## config.mk

```make
export PLATFORM = sky130hd
export DESIGN_NAME = xor_accum_ctrl
export DESIGN_NICKNAME = d
export VERILOG_FILES = /design/src/rtl/xor_accum_pkg.sv /design/src/rtl/xor32.sv /design/src/rtl/xor_accum_ctrl.sv
export SDC_FILE = /design/constraint.sdc
export NUM_CORES = 1
export LEC_CHECK = 0
export CAP_MARGIN = 5
export CELL_PAD_IN_SITES_DETAIL_PLACEMENT = 0
export CELL_PAD_IN_SITES_GLOBAL_PLACEMENT = 1
export CORE_MARGIN = 10
export CORE_UTILIZATION = 36
export DETAILED_ROUTE_END_ITERATION = 10
export PLACE_DENSITY = 0.87
export SYNTH_ARGS = -nofsm -noshare
export SYNTH_HDL_FRONTEND = slang
export SYNTH_SLANG_ARGS = --single-unit
```

## constraint.sdc

```tcl
create_clock -name clk -period 3.3 [get_ports clk]
set_input_delay 0.66 -clock clk [delete_from_list [all_inputs] [get_ports clk]]
set_output_delay 0.66 -clock clk [all_outputs]
set_load 0.02 [all_outputs]
```

## src/rtl/xor_accum_pkg.sv

```systemverilog
// Shared constants for the XOR accumulator controller: state encoding and word width.
package xor_accum_pkg;

  localparam int WORD_W = 32;

  localparam logic [1:0] ST_IDLE  = 2'd0;
  localparam logic [1:0] ST_ACCUM = 2'd1;
  localparam logic [1:0] ST_DONE  = 2'd2;

endpackage

```

## src/rtl/xor32.sv

```systemverilog
// 32-bit bitwise XOR datapath element, shared by the accumulator controller.
module xor32
  import xor_accum_pkg::*;
(
  input  logic [WORD_W-1:0] a_i,
  input  logic [WORD_W-1:0] b_i,
  output logic [WORD_W-1:0] y_o
);

  assign y_o = a_i ^ b_i;

endmodule

```

## src/rtl/xor_accum_ctrl.sv

```systemverilog
// Job sequencer folding a stream of words into a 32-bit XOR checksum via one xor32.
// Optional build macro XOR_ACCUM_ROTATE_EN: rotate the accumulator left by 1 before each fold.
module xor_accum_ctrl
  import xor_accum_pkg::*;
#(
  parameter int LEN_W = 8
) (
  input  logic              clk,
  input  logic              rst,
  input  logic              start,
  input  logic [LEN_W-1:0]  len,
  input  logic [WORD_W-1:0] seed,
  input  logic              abort,
  input  logic              in_valid,
  input  logic [WORD_W-1:0] in_data,
  output logic              in_ready,
  output logic              busy,
  output logic              done,
  output logic [WORD_W-1:0] result,
  output logic [LEN_W-1:0]  count
);

  logic [1:0]        state_q, state_d;
  logic [WORD_W-1:0] acc_q, acc_d;
  logic [WORD_W-1:0] result_q, result_d;
  logic [LEN_W-1:0]  rem_q, rem_d;
  logic [LEN_W-1:0]  count_q, count_d;
  logic [WORD_W-1:0] acc_pre;
  logic [WORD_W-1:0] xor_y;
  logic              hs;
  logic              last_hs;

`ifdef XOR_ACCUM_ROTATE_EN
  assign acc_pre = {acc_q[WORD_W-2:0], acc_q[WORD_W-1]};
`else
  assign acc_pre = acc_q;
`endif

  xor32 u_xor32 (
    .a_i (acc_pre),
    .b_i (in_data),
    .y_o (xor_y)
  );

  // A word arriving together with abort is dropped.
  assign hs      = (state_q == ST_ACCUM) && in_valid && !abort;
  assign last_hs = hs && (rem_q == LEN_W'(1));

  // State register
  always_ff @(posedge clk or posedge rst) begin
    if (rst) begin
      state_q <= ST_IDLE;
    end else begin
      state_q <= state_d;
    end
  end

  // Next-state logic
  always_comb begin
    state_d = state_q;
    case (state_q)
      ST_IDLE: begin
        if (start) begin
          state_d = (len != '0) ? ST_ACCUM : ST_DONE;
        end
      end
      ST_ACCUM: begin
        if (abort) begin
          state_d = ST_IDLE;
        end else if (last_hs) begin
          state_d = ST_DONE;
        end
      end
      ST_DONE: state_d = ST_IDLE;
      default: state_d = ST_IDLE;
    endcase
  end

  // Outputs decoded from the state register only
  always_comb begin
    in_ready = (state_q == ST_ACCUM);
    busy     = (state_q == ST_ACCUM) || (state_q == ST_DONE);
    done     = (state_q == ST_DONE);
  end

  // Result is loaded on the edge entering DONE so it is valid alongside done.
  always_comb begin
    acc_d    = acc_q;
    result_d = result_q;
    rem_d    = rem_q;
    count_d  = count_q;
    case (state_q)
      ST_IDLE: begin
        if (start) begin
          acc_d   = seed;
          rem_d   = len;
          count_d = '0;
          if (len == '0) begin
            result_d = seed;
          end
        end
      end
      ST_ACCUM: begin
        if (hs) begin
          acc_d   = xor_y;
          rem_d   = rem_q - LEN_W'(1);
          count_d = count_q + LEN_W'(1);
          if (last_hs) begin
            result_d = xor_y;
          end
        end
      end
      default: ;
    endcase
  end

  always_ff @(posedge clk or posedge rst) begin
    if (rst) begin
      acc_q    <= '0;
      result_q <= '0;
      rem_q    <= '0;
      count_q  <= '0;
    end else begin
      acc_q    <= acc_d;
      result_q <= result_d;
      rem_q    <= rem_d;
      count_q  <= count_d;
    end
  end

  assign result = result_q;
  assign count  = count_q;

endmodule

```

==> results.txt, run 1 <==
crit path max-delay cell type -> nor4_1
layout cells sized above 1 -> 0.0662
Die ar. -> 16100 sq um
Non-Filler Instances -> 702
final WL -> 11.0 mm
Max Root-Sink Buffers -> 2
Syn-to-layout area delta -> 39.9%
# rows -> 39
synthesized-area fraction occupied by xor and xnor cells -> 0.0680
critical path fanouts, max -> 32
multi-input logic area -> 1860 sq um
clk_lat worst skew -> 320 ps
Max stage delay on crit path -> 490 ps
vias in the first global route -> 3739
Area after DPL -> 5460 sq um
first-pass GRT wire length -> 18.1 mm
Vias -> 3449
# setup viols final -> 0
I/O pin cnt -> 120
Fmax achieved -> 0.416 GHz
Post-DRT Antenna Nets -> 0
Leak -> 2.58 nW
synthesized cell area -> 4120 sq um
Avg Cell Area, Syn -> 9.39 sq um
leading area contributor after synthesis -> dfrtp_1
DIE HEIGHT -> 127 um
Yosys reg bits -> 82
post-DR vias/cell -> 4.91
Post-DP HPWL -> 8.17 mm
startpoint types -> input pin
worst path bufs/invs -> 2
H-tree levels -> 3
status -> finished clean
Placed Cells -> 686
CTS clk-pin slew, worst paths -> 60 ps
die width -> 127 um
mux contribution to synthesized area -> 0.0893
post-synthesis sequential area ratio -> 0.498
GRT overflow -> 0
Distinct cells, synth -> 36
synth top area cells -> dfrtp_1 50%, nand2_1 7.7%, o21ai_0 7.2%
# Post-CTS Setup Buffers -> 0
final hold violations -> 0
RSZ-0062 raised after global routing -> false
Post-synth EDFFs -> 0
initial antenna violation count -> 0
Yosys top cell area share -> 0.498
Hold Path Class -> register to register
Max VDD drop -> 443 uV
drt drc -> 0
Routed wire per std cell -> 15.6 um
Synth Flop Type -> dfrtp_1
CTS Buf Count -> 9
total clock sinks -> 82
number of diodes -> 0
Layout fillers -> 1071
fin crit period -> 2410 ps
Post-Syn Instances -> 439
design area -> 5770 sq um
CTS tree -> built
Placer Congestion -> 0.805
Iter 0 DRT Violations -> 269
Synth Area in Simple Gates -> 0.140
Crit. End Element -> register
CORE AREA -> 11300 sq um
r2r setup slk -> 1130 ps
syn_nets -> 522
Synth Area in Adders -> 0.0182
Max Cap Viol -> 0
yosys warns -> 0
kind of critical path -> input pin to register
combinational family with the most area after synthesis -> simple AND/OR/NAND/NOR gates
Post-synth ARST share -> 1.00
Max Slew Vio Count -> 0
worst path required time -> 3510 ps
hold_buf cts -> 0
Root Driver -> clkbuf_16
Final Net Count -> 637
combined flip-flop and latch cell area -> 2050 sq um
Arr. time, crit path -> 2610 ps
Resized cells post-CTS -> 0
Starting Density -> 0.364
final worst-path cycle share -> 0.729
pwr dens -> 1000 nW/um^2
clock skew -> 5.43 ps
Tot GR Track Use -> 0.135
Worst-Margin Slew -> 564 ps
drt first pass iters -> 4
largest net degree at the start of global routing -> 45
Crit path max-delay family -> buffers and inverters
Cell Chain, Critical Path -> clkdlybuf4s50_1 -> nor4_1 -> a21boi_0 -> nand3b_1 -> buf_4 -> mux2_4
number of port buffers -> 119
Relative slew margins -> 0.624
setup TNS -> 0 ps
post-layout util -> 0.509
Synth Area in Compound Gates -> 0.136
cell type report:
class | count | area share
Sequential cell | 82 | 0.356
Clock buffer | 12 | 0.0445
Clock inverter | 4 | 0.00868
Multi-Input combinational cell | 304 | 0.323
Inverter | 30 | 0.0197
Timing Repair Buffer | 127 | 0.217
Tap cell | 143 | 0.0310
flip-flops by register name, indices dropped and copies added (netlist names):
register and cells:
result 32, count 8, rem_q 8, state_q 2, acc_pre 32
cell usage after synthesis (2+ instances only):
| cell type | count |
|---|---|
| nand2_1 | 84 |
| dfrtp_1 | 82 |
| o21ai_0 | 59 |
| xnor2_1 | 32 |
| inv_1 | 30 |
| a21oi_1 | 26 |
| mux2i_1 | 24 |
| clkbuf_1 | 19 |
| nor2_1 | 14 |
| mux2_4 | 7 |
| nand3_1 | 7 |
| ha_1 | 6 |
| nand2b_1 | 5 |
| o31ai_1 | 4 |
| or3_1 | 4 |
| or4_1 | 4 |
| nand3b_1 | 3 |
| nor2b_1 | 3 |
| nor4_1 | 3 |
| a21boi_0 | 2 |
| a21o_1 | 2 |
| buf_2 | 2 |
| mux2_2 | 2 |
| nor3_1 | 2 |
| o22a_1 | 2 |
where the power goes:
| part | internal, mW | total (mW) | leakage (nW) | switching (mW) |
|---|---|---|---|---|
| clock network | 0.626 | 1.01 | 0.145 | 0.384 |
| logic | 1.32 | 2.91 | 1.45 | 1.59 |
| registers | 1.51 | 1.86 | 0.985 | 0.345 |
| total | 3.45 | 5.77 | 2.58 | 2.32 |
cells by family (layout without fill, tap and decap cells):
family,count (synthesis),count (layout)
AOI/OAI and AO/OA,101,101
and+or+nand+nor,132,132
xor gates and xnor gates,32,32
adders and majority gates,6,6
buffers and inverters,53,173
DFF,82,82
muxes,33,33
layout by cell type (no fill, tap or decap), drive strengths merged, types with 9 or more instances in the layout:
cell type,count
xnor2,32
nor2,14
a21oi,26
clkbuf,12
nand2,84
dfrtp,82
inv,29
mux2i,24
o21ai,59
mux2,9
clkdlybuf4s50,119
metrics by stage:
step | power, mW | hold slack (ps) | setup WS, ps
CTS | 5.85 | 505 | 906
global route | 6.25 | 518 | 762
finish | 5.77 | 498 | 894
detailed placement | 4.81 | 488 | 578
floorplan | 3.75 | 467 | 532
global placement | 4.71 | 481 | 655
worst register-to-register path, stage by stage (launching register included):
cell and delay [ps]:
dfrtp_1 410, inv_1 90, ha_1 230, nor2b_1 250, a21o_2 440, buf_4 370, o21ai_0 150, a21oi_1 170
worst paths after layout:
check,start,to,cells after the start
setup reg to reg,state_q[0],rem_q[7],7
setup / recovery,len[2],result[0],6
min in group asynchronous,rst,result[2],3
hold / removal,acc_pre[20],acc_pre[20],2
max in group asynchronous,rst,result[18],3
hold reg to reg,acc_pre[20],acc_pre[20],2
metal layers:
| layer | up-vias | track usage | wire length (um) |
|---|---|---|---|
| met5 | - | 0 | 0 |
| met4 | 0 | 0.0482 | 230 |
| met3 | 18 | 0.0488 | 794 |
| met2 | 85 | 0.225 | 5250 |
| met1 | 1645 | 0.156 | 4700 |
| li1 | 1701 | - | - |
Power figures use the tool's default switching activity.
==> inputs of run 2 (changes only) <==
--- a/config.mk
+++ b/config.mk
@@ -9,9 +9,9 @@
 export CELL_PAD_IN_SITES_DETAIL_PLACEMENT = 0
 export CELL_PAD_IN_SITES_GLOBAL_PLACEMENT = 1
 export CORE_MARGIN = 10
-export CORE_UTILIZATION = 36
+export CORE_UTILIZATION = 32
 export DETAILED_ROUTE_END_ITERATION = 10
-export PLACE_DENSITY = 0.87
+export PLACE_DENSITY = 0.82
 export SYNTH_ARGS = -nofsm -noshare
 export SYNTH_HDL_FRONTEND = slang
 export SYNTH_SLANG_ARGS = --single-unit
==> constraint.sdc (replaced) <==
create_clock -name clk -period 2 [get_ports clk]
set_input_delay 0.4 -clock clk [delete_from_list [all_inputs] [get_ports clk]]
set_output_delay 0.4 -clock clk [all_outputs]
set_load 0.02 [all_outputs]
==> results.txt, run 2 (same netlist as run 1, synthesis figures left out) <==
post-DR vias/cell -> 4.60 (-6.3%)
worst path required time -> 2250 ps (-1260 ps)
number of diodes -> 0 (unchanged)
Max Slew Vio Count -> 0 (unchanged)
Starting Density -> 0.327 (-0.0375)
largest net degree at the start of global routing -> 83 (+84%)
layout cells sized above 1 -> 0.0928 (+0.0266)
Syn-to-layout area delta -> 45.7%
worst path bufs/invs -> 1 (-1)
DIE HEIGHT -> 133 um (+5.1%)
CTS clk-pin slew, worst paths -> 60 ps (about the same)
status -> finished clean
vias in the first global route -> 3660 (-2.1%)
Vias -> 3420 (-0.84%)
Max Root-Sink Buffers -> 2 (unchanged)
Post-DP HPWL -> 8.16 mm (about the same)
Max Cap Viol -> 0 (unchanged)
Max stage delay on crit path -> 530 ps (+40 ps)
Leak -> 2.70 nW (+4.8%)
clk_lat worst skew -> 320 ps (about the same)
crit path max-delay cell type -> or4_1
fin crit period -> 1890 ps
most frequent cells in the layout -> 116 x clkdlybuf4s50_1, 84 x nand2_1, 82 x dfrtp_1
initial antenna violation count -> 0 (unchanged)
clock skew -> 10.3 ps (+4.88 ps)
CTS tree -> built
CP startpoint -> state_q[1]
RSZ-0062 raised after global routing -> false
first-pass GRT wire length -> 18.2 mm (+0.38%)
# rows -> 41 (+5.1%)
Post-DRT Antenna Nets -> 0 (unchanged)
final WL -> 11.0 mm (about the same)
r2r setup slk -> 110 ps (-1020 ps)
Hold Path Class -> register to register
I/O pin cnt -> 120 (unchanged)
Die ar. -> 17800 sq um (+10%)
Final Net Count -> 650 (+2.0%)
Iter 0 DRT Violations -> 155 (-42%)
Relative slew margins -> 0.609 (-0.0151)
critical path fanouts, max -> 9 (-72%)
Placer Congestion -> 0.878 (+9.1%)
pwr dens -> 1660 nW/um^2 (+66%)
GRT overflow -> 0 (unchanged)
startpoint types -> register
CORE AREA -> 12600 sq um (+11%)
commonest non-fill, non-tap cell in the layout -> clkdlybuf4s50_1
CP endpoint -> count[6]
kind of critical path -> register to register
Routed wire per std cell -> 14.8 um (-5.6%)
Worst-Margin Slew -> 581 ps (+17.3 ps)
CTS Buf Count -> 9 (unchanged)
setup TNS -> 0 ps (unchanged)
Tot GR Track Use -> 0.122 (-0.0128)
final worst-path cycle share -> 0.945
RR Startpoint -> state_q[1]
Fmax achieved -> 0.529 GHz
drt first pass iters -> 4 (unchanged)
# setup viols final -> 0 (unchanged)
hold_buf cts -> 0 (unchanged)
Cell Chain, Critical Path -> inv_1 -> ha_2 -> nand3b_1 -> a21o_2 -> or4_1 -> a21oi_1
drt drc -> 0 (unchanged)
Root Driver -> clkbuf_16
Crit path depth -> 6 (unchanged)
cells on worst reg2reg path -> 6 (-1)
die width -> 133 um (+5.1%)
Crit. End Element -> register
Arr. time, crit path -> 2140 ps (-470 ps)
reg2reg end -> count[6]
post-layout util -> 0.476 (-0.0334)
H-tree levels -> 3 (unchanged)
number of port buffers -> 119 (unchanged)
Max VDD drop -> 594 uV (+34%)
total clock sinks -> 82 (unchanged)
final hold violations -> 0 (unchanged)
Crit path max-delay family -> simple AND/OR/NAND/NOR gates
-- run 2: cell types whose count changed in the layout (fill, tap and decap cells not counted), sizes merged --
cell,change
buf,+13
clkdlybuf4s50,-3
bufinv,+2
clkbuf,-2
dlygate4sd2,+2
clkinv,-1
dlymetal6s2s,+1
-- run 2: per-layer routing --
layer  track usage  share of wire  up-vias
li1              -              -     1715
met1         0.159           0.47     1601
met2         0.195           0.47       91
met3        0.0342          0.048       13
met4        0.0314          0.011        0
met5             0              0        -
-- run 2: cell type report --
cell class	count	area, sq um
Fill cell	1184	6610
Sequential cell	82	2050
Multi-Input combinational cell	304	1880
Timing Repair Buffer	140	1400
Clock buffer	10	239
Tap cell	172	215
Inverter	30	116
Clock inverter	5	103
-- run 2: metrics by stage --
| stage | area [sq um] | setup slack (ps) | total power [mW] | hold WS (ps) | cells |
|---|---|---|---|---|---|
| after floorplan | 4130 | 15.8 | 6.19 | 467 | 439 |
| after global placement | 5630 | -177 | 7.97 | 483 | 728 |
| after detailed placement | 5630 | -194 | 8.16 | 486 | 728 |
| after CTS | 5970 | 15.9 | 10.1 | 506 | 743 |
| after global routing | 6010 | 1.70 | 10.7 | 528 | 743 |
| final | 6010 | 111 | 9.95 | 499 | 743 |
-- run 2: worst reg2reg max path: stages, from the launching register on --
cell and delay [ps]:
dfrtp_1 390, inv_1 100, ha_2 240, nand3b_1 110
a21o_2 300, or4_1 530, a21oi_1 160
-- run 2: how the worst min path moves through the flow --
| stage | startpoint | to | slack [ps] | depth (start not counted) |
|---|---|---|---|---|
| after floorplan | acc_pre[31] | acc_pre[31] | 470 | 2 |
| after global placement | acc_pre[2] | acc_pre[2] | 480 | 2 |
| after detailed placement | acc_pre[6] | acc_pre[6] | 490 | 2 |
| after CTS | acc_pre[14] | acc_pre[14] | 510 | 2 |
| after global routing | acc_pre[20] | acc_pre[20] | 530 | 2 |
| final | acc_pre[14] | acc_pre[14] | 500 | 2 |
-- run 2: repair_timing --
item,4_1_cts,5_1_grt
pin swaps,0,1
setup buffers,0,0
gates cloned,0,0
resized for setup,2,8
setup endpoints to repair,2,55
endpoints found under the hold margin,0,0
-- run 2: power breakdown --
part	internal, mW	switching (mW)
clock network	1.24	0.632
registers	2.49	0.552
logic	2.37	2.66
total	6.11	3.85
==> RTL edit 1: new RTL, flow settings as in run 2 <==
Set the parameter `LEN_W` to 16 (it was 8).
--- a/src/rtl/xor_accum_ctrl.sv
+++ b/src/rtl/xor_accum_ctrl.sv
@@ -3,7 +3,7 @@
 module xor_accum_ctrl
   import xor_accum_pkg::*;
 #(
-  parameter int LEN_W = 8
+  parameter int LEN_W = 16
 ) (
   input  logic              clk,
   input  logic              rst,
Interface: changed (resized count and len); port bits go from 120 to 136. The function was not compared with the original's and may differ.
==> RTL edit 1 against run 2 <==
Sequential cell count increased by 16; largest power group unchanged; cell area increased by 24%; highest routed layer unchanged; sequential share of layout area decreased by 1.3 points; worst setup slack got worse by 55 ps; area after synthesis increased by 25%; critical path depth increased by 1; power increased by 23%; largest cell class is now multi-input gates; routed wire length increased by 36%.
==> RTL edit 1: results (changes against run 2) <==
For the overall fraction of global-route tracks in use, the log shows 13.88% (+1.7 points). The fraction of the mapped netlist area in compound gates came out at 24.87% (+11 points). The flow ran to the end, and the final reports show no timing, DRC or antenna violations. The run gives 47.46% (-2.3 points) as the portion of the post-synthesis area used by sequential elements. The worst-case clock skew is 6.766 ps (-3.543 ps).

The start point of the critical path was state_q[0]$_DFFE_PP0P_. The slowest stage of the critical path belongs to the cell sky130_fd_sc_hd__dfrtp_1. The final weighted congestion in routability-driven placement was 0.8335 (-5.1%). After clock tree synthesis, the clock-pin slew on the worst setup and hold paths is 70 ps.

Power in sequential cells: 3.58 mW (+18%). Total routed wirelength: 14950 microns (+36%). The proportion of power drawn by combinational gates was 54.5% (+3.9 points); the switching share of power was 40.42% (+1.8 points). The post-synthesis xor/xnor area fraction works out to 7.797% (+1.0 points). The cell count of the worst reg-to-reg path is 7 (+1), and the detail-routed net length per standard cell is 17.34 microns (+18%). The leakage power summed over all cells was 3.133 nW (+16%).

The area used by multi-input combinational logic was 2575 sq um (+37%). On the critical path the largest part of the delay comes from compound AO/OA/AOI/OAI gates. The post-cts sizing count was 6 (+4). The fraction of layout instances using a drive strength above 1 was 17.80% (+8.5 points). The critical path ends at result[4]$_DFFE_PP0P_.

The tools report the largest vdd supply drop as 0.8175 mV (+38%). For the wire length of the first global-routing pass, the log shows 24650 microns (+35%). The pin count of the biggest net entering global routing was 62 (-25%); the number of I/O port buffers was 135 (+13%). The slack of the worst reg-to-reg path came out at 60 ps (-50 ps).

Sorting the synthesized cells by area gives the leading types as sky130_fd_sc_hd__dfrtp_1, sky130_fd_sc_hd__a211oi_2, sky130_fd_sc_hd__a32o_1, sky130_fd_sc_hd__xnor2_1, sky130_fd_sc_hd__a21o_1. Classification of the worst-slack hold path: input pin to async pin. The maximum net fanout on the critical path is 12 (+3), and the endpoint arrival time on the critical path is 2230 ps (+90 ps).

The tools report the total instance count after detailed placement as 843 (+16%). The delay of the slowest critical-path stage was 390 ps (-140 ps). After synthesis, the most frequently instantiated cells are sky130_fd_sc_hd__dfrtp_1, sky130_fd_sc_hd__nor2_1, sky130_fd_sc_hd__a21o_1, sky130_fd_sc_hd__a32o_1, sky130_fd_sc_hd__xnor2_1.

The transition time of the tightest slew-check pin was 502.3 ps (-79.00 ps). The tools report the layout filler cell count as 1465 (+24%). The post-detailed-placement half-perimeter wirelength is 11260 microns (+38%), and the synthesized area divided by synthesized cell count is 10.72 sq um (+14%). The number of distinct standard cells referenced by the synthesized netlist is 48 (+33%). The run gives 573 (+9.8%) as the net count after synthesis.

The net count of the finished layout is 733 (+13%). The run gives 4722 (+29%) as the via count of the first global-routing pass. In this run the critical register-to-register path is captured at result[4]$_DFFE_PP0P_.

The adder-cell area share of the yosys netlist is 1.453% (-0.37 points), and the source-to-sink clock delay at the later pin of the worst-skew pair is 350 ps (+30 ps).
RTL edit 1: changes by cell type in the layout (fill, tap and decap cells not counted), sizes merged, moves of 16 or more:
cell | run 2 | this run
nor2 | 14 | 56
a211oi | 0 | 33
a21o | 2 | 33
mux2i | 24 | 3
nand2 | 84 | 28
o21ai | 59 | 10
a32o | 0 | 33
inv | 29 | 8
buf | 21 | 49
dfrtp | 82 | 98
RTL edit 1: worst register-to-register path: cells and delay by family (launching register included):
kind | cells | cell delay, ps
compound gates | 3 | 790
flops | 1 | 390
buf+inv | 2 | 310
simple gates | 1 | 230
fa+ha+maj | 1 | 170
RTL edit 1: stage by stage:
step                power, mW  worst slack (ps)  TNS [ps]
global placement        9.974            -262.6    -10550
floorplan               7.777             62.55         0
CTS                     12.27             3.853         0
detailed placement      10.24            -322.7    -14200
global route            13.13            -30.86    -564.2
finish                  12.25             56.03         0
RTL edit 1: metal layers:
metal	share of wire, %	wire (microns)	track usage [%]
met1	43	6427	16.81
met2	50	7468	23.24
met3	5.7	852	4.330
met4	1.3	201	3.865
met5	0	0	0
RTL edit 1: worst min path at each step:
stage,end,slack (ps),cells after the start
after floorplan,acc_pre[28]$_DFFE_PP0P_,470,1
after global placement,acc_pre[12]$_DFFE_PP0P_,480,1
after detailed placement,result[8]$_DFFE_PP0P_,490,1
after CTS,acc_pre[2]$_DFFE_PP0P_,300,2
after global routing,acc_pre[2]$_DFFE_PP0P_,300,2
final,acc_pre[1]$_DFFE_PP0P_,310,2
RTL edit 1: layout make-up:
cell class / instances / share of cell area, %
multi-input cells: 341 / 34.49
flip-flops and latches: 98 / 32.85
repair buffers: 184 / 24.02
well taps: 216 / 3.620
clock buffers: 11 / 3.251
clock inverters: 4 / 1.324
inverters: 8 / 0.4525
==> RTL edit 2: new RTL, config.mk and constraints of run 2 <==
Without the edit above. `result_q` no longer has a reset.
--- a/src/rtl/xor_accum_ctrl.sv
+++ b/src/rtl/xor_accum_ctrl.sv
@@ -117,15 +117,17 @@
   always_ff @(posedge clk or posedge rst) begin
     if (rst) begin
       acc_q    <= '0;
-      result_q <= '0;
       rem_q    <= '0;
       count_q  <= '0;
     end else begin
       acc_q    <= acc_d;
-      result_q <= result_d;
       rem_q    <= rem_d;
       count_q  <= count_d;
     end
+  end
+
+  always_ff @(posedge clk) begin
+    result_q <= result_d;
   end
 
   assign result = result_q;
Function: changed (a bounded check fails within 4 cycles, from zero or initial values and one cycle with rst high).
==> RTL edit 2 against run 2 <==
Area after synthesis decreased by 4.7%; final cell count is 4.8% lower; clock power shrank 7%; power down 9.5%; worst setup slack worse by 78 ps; cell area fell by 0.94%; first-iteration DRC count is 34% higher; die area decreased by 4.0%; routed wire length up 2.6%; sequential cell count unchanged.
==> RTL edit 2: results (changes against run 2) <==
The flow ran to the end, and the final reports show no timing, DRC or antenna violations. Leakage power summed over all cells: 2.467 nW (-8.7%). The fraction of met3 tracks used by global routing is 3.908% (+0.49 points). The cell count of the worst reg-to-reg path is 8 (+2). The wire length of the first global-routing pass is 17600 microns (-3.3%), and the final weighted congestion in routability-driven placement is 0.8479 (-3.4%). The slack of the worst reg-to-reg path is 30 ps (-80 ps), and the total via count after detailed routing is 3425 (+0.15%). Ranked by instance count, the synthesized netlist is headed by sky130_fd_sc_hd__nand2_1, sky130_fd_sc_hd__dfrtp_1, sky130_fd_sc_hd__a21oi_1.

The run gives -227.5 ps (-33.56 ps) as the placement-stage worst setup slack. The run gives 6.778 ps (-3.530 ps) as the worst-case clock skew. Number of distinct standard cells referenced by the synthesized netlist: 41 (+14%). The number of buffers other than clock buffers in the final layout was 155 (+11%); the post-cts sizing count was 6 (+4). For the total instance count after detailed placement, the log shows 687 (-5.6%). The run gives 5562 sq um (-1.3%) as the area of placed instances.

The delay of the slowest critical-path stage was 390 ps (-140 ps); the area used by multi-input combinational logic was 1679 sq um (-11%). The count of non-filler cells in the finished layout was 707 (-4.8%); the post-route met1 wirelength was 4913 microns (-3.8%). Maximum clock frequency: 0.5082 GHz (-4.0%).

Routed length on met2: 5459 microns (+5.0%). The transition time of the tightest slew-check pin was 450.2 ps (-131.1 ps); the endpoint arrival time on the critical path was 2000 ps (-140 ps). After synthesis, the cell types taking the most area are sky130_fd_sc_hd__dfrtp_1, sky130_fd_sc_hd__edfxtp_1, sky130_fd_sc_hd__nand2_1, sky130_fd_sc_hd__xnor2_1, sky130_fd_sc_hd__a21oi_1. For the layout multi-input combinational cell count, the log shows 299 (-1.6%). The number of flops mapped to enable cells by yosys works out to 32 (+32).
-- RTL edit 2: changes by cell type in the layout (fill, tap and decap cells not counted), moves of 4 or more --
cell	delta
sky130_fd_sc_hd__inv_1	-25
sky130_fd_sc_hd__a21oi_1	+15
sky130_fd_sc_hd__nand2_1	+30
sky130_fd_sc_hd__nor2_1	+24
sky130_fd_sc_hd__dfrtp_1	-32
sky130_fd_sc_hd__edfxtp_1	+32
sky130_fd_sc_hd__buf_4	+14
sky130_fd_sc_hd__mux2i_1	-23
sky130_fd_sc_hd__inv_2	+4
sky130_fd_sc_hd__o21ai_0	-52
sky130_fd_sc_hd__mux2_4	-7
sky130_fd_sc_hd__nand4_1	+4
-- RTL edit 2: cells by family after synthesis --
kind of cell | share of synthesized area (%)
AOI/OAI and AO/OA | 10.57
xor gates and xnor gates | 7.134
muxes | 0.5096
adders and majority gates | 1.911
buffers and inverters | 3.057
DFF | 56.31
and+or+nand+nor | 20.51
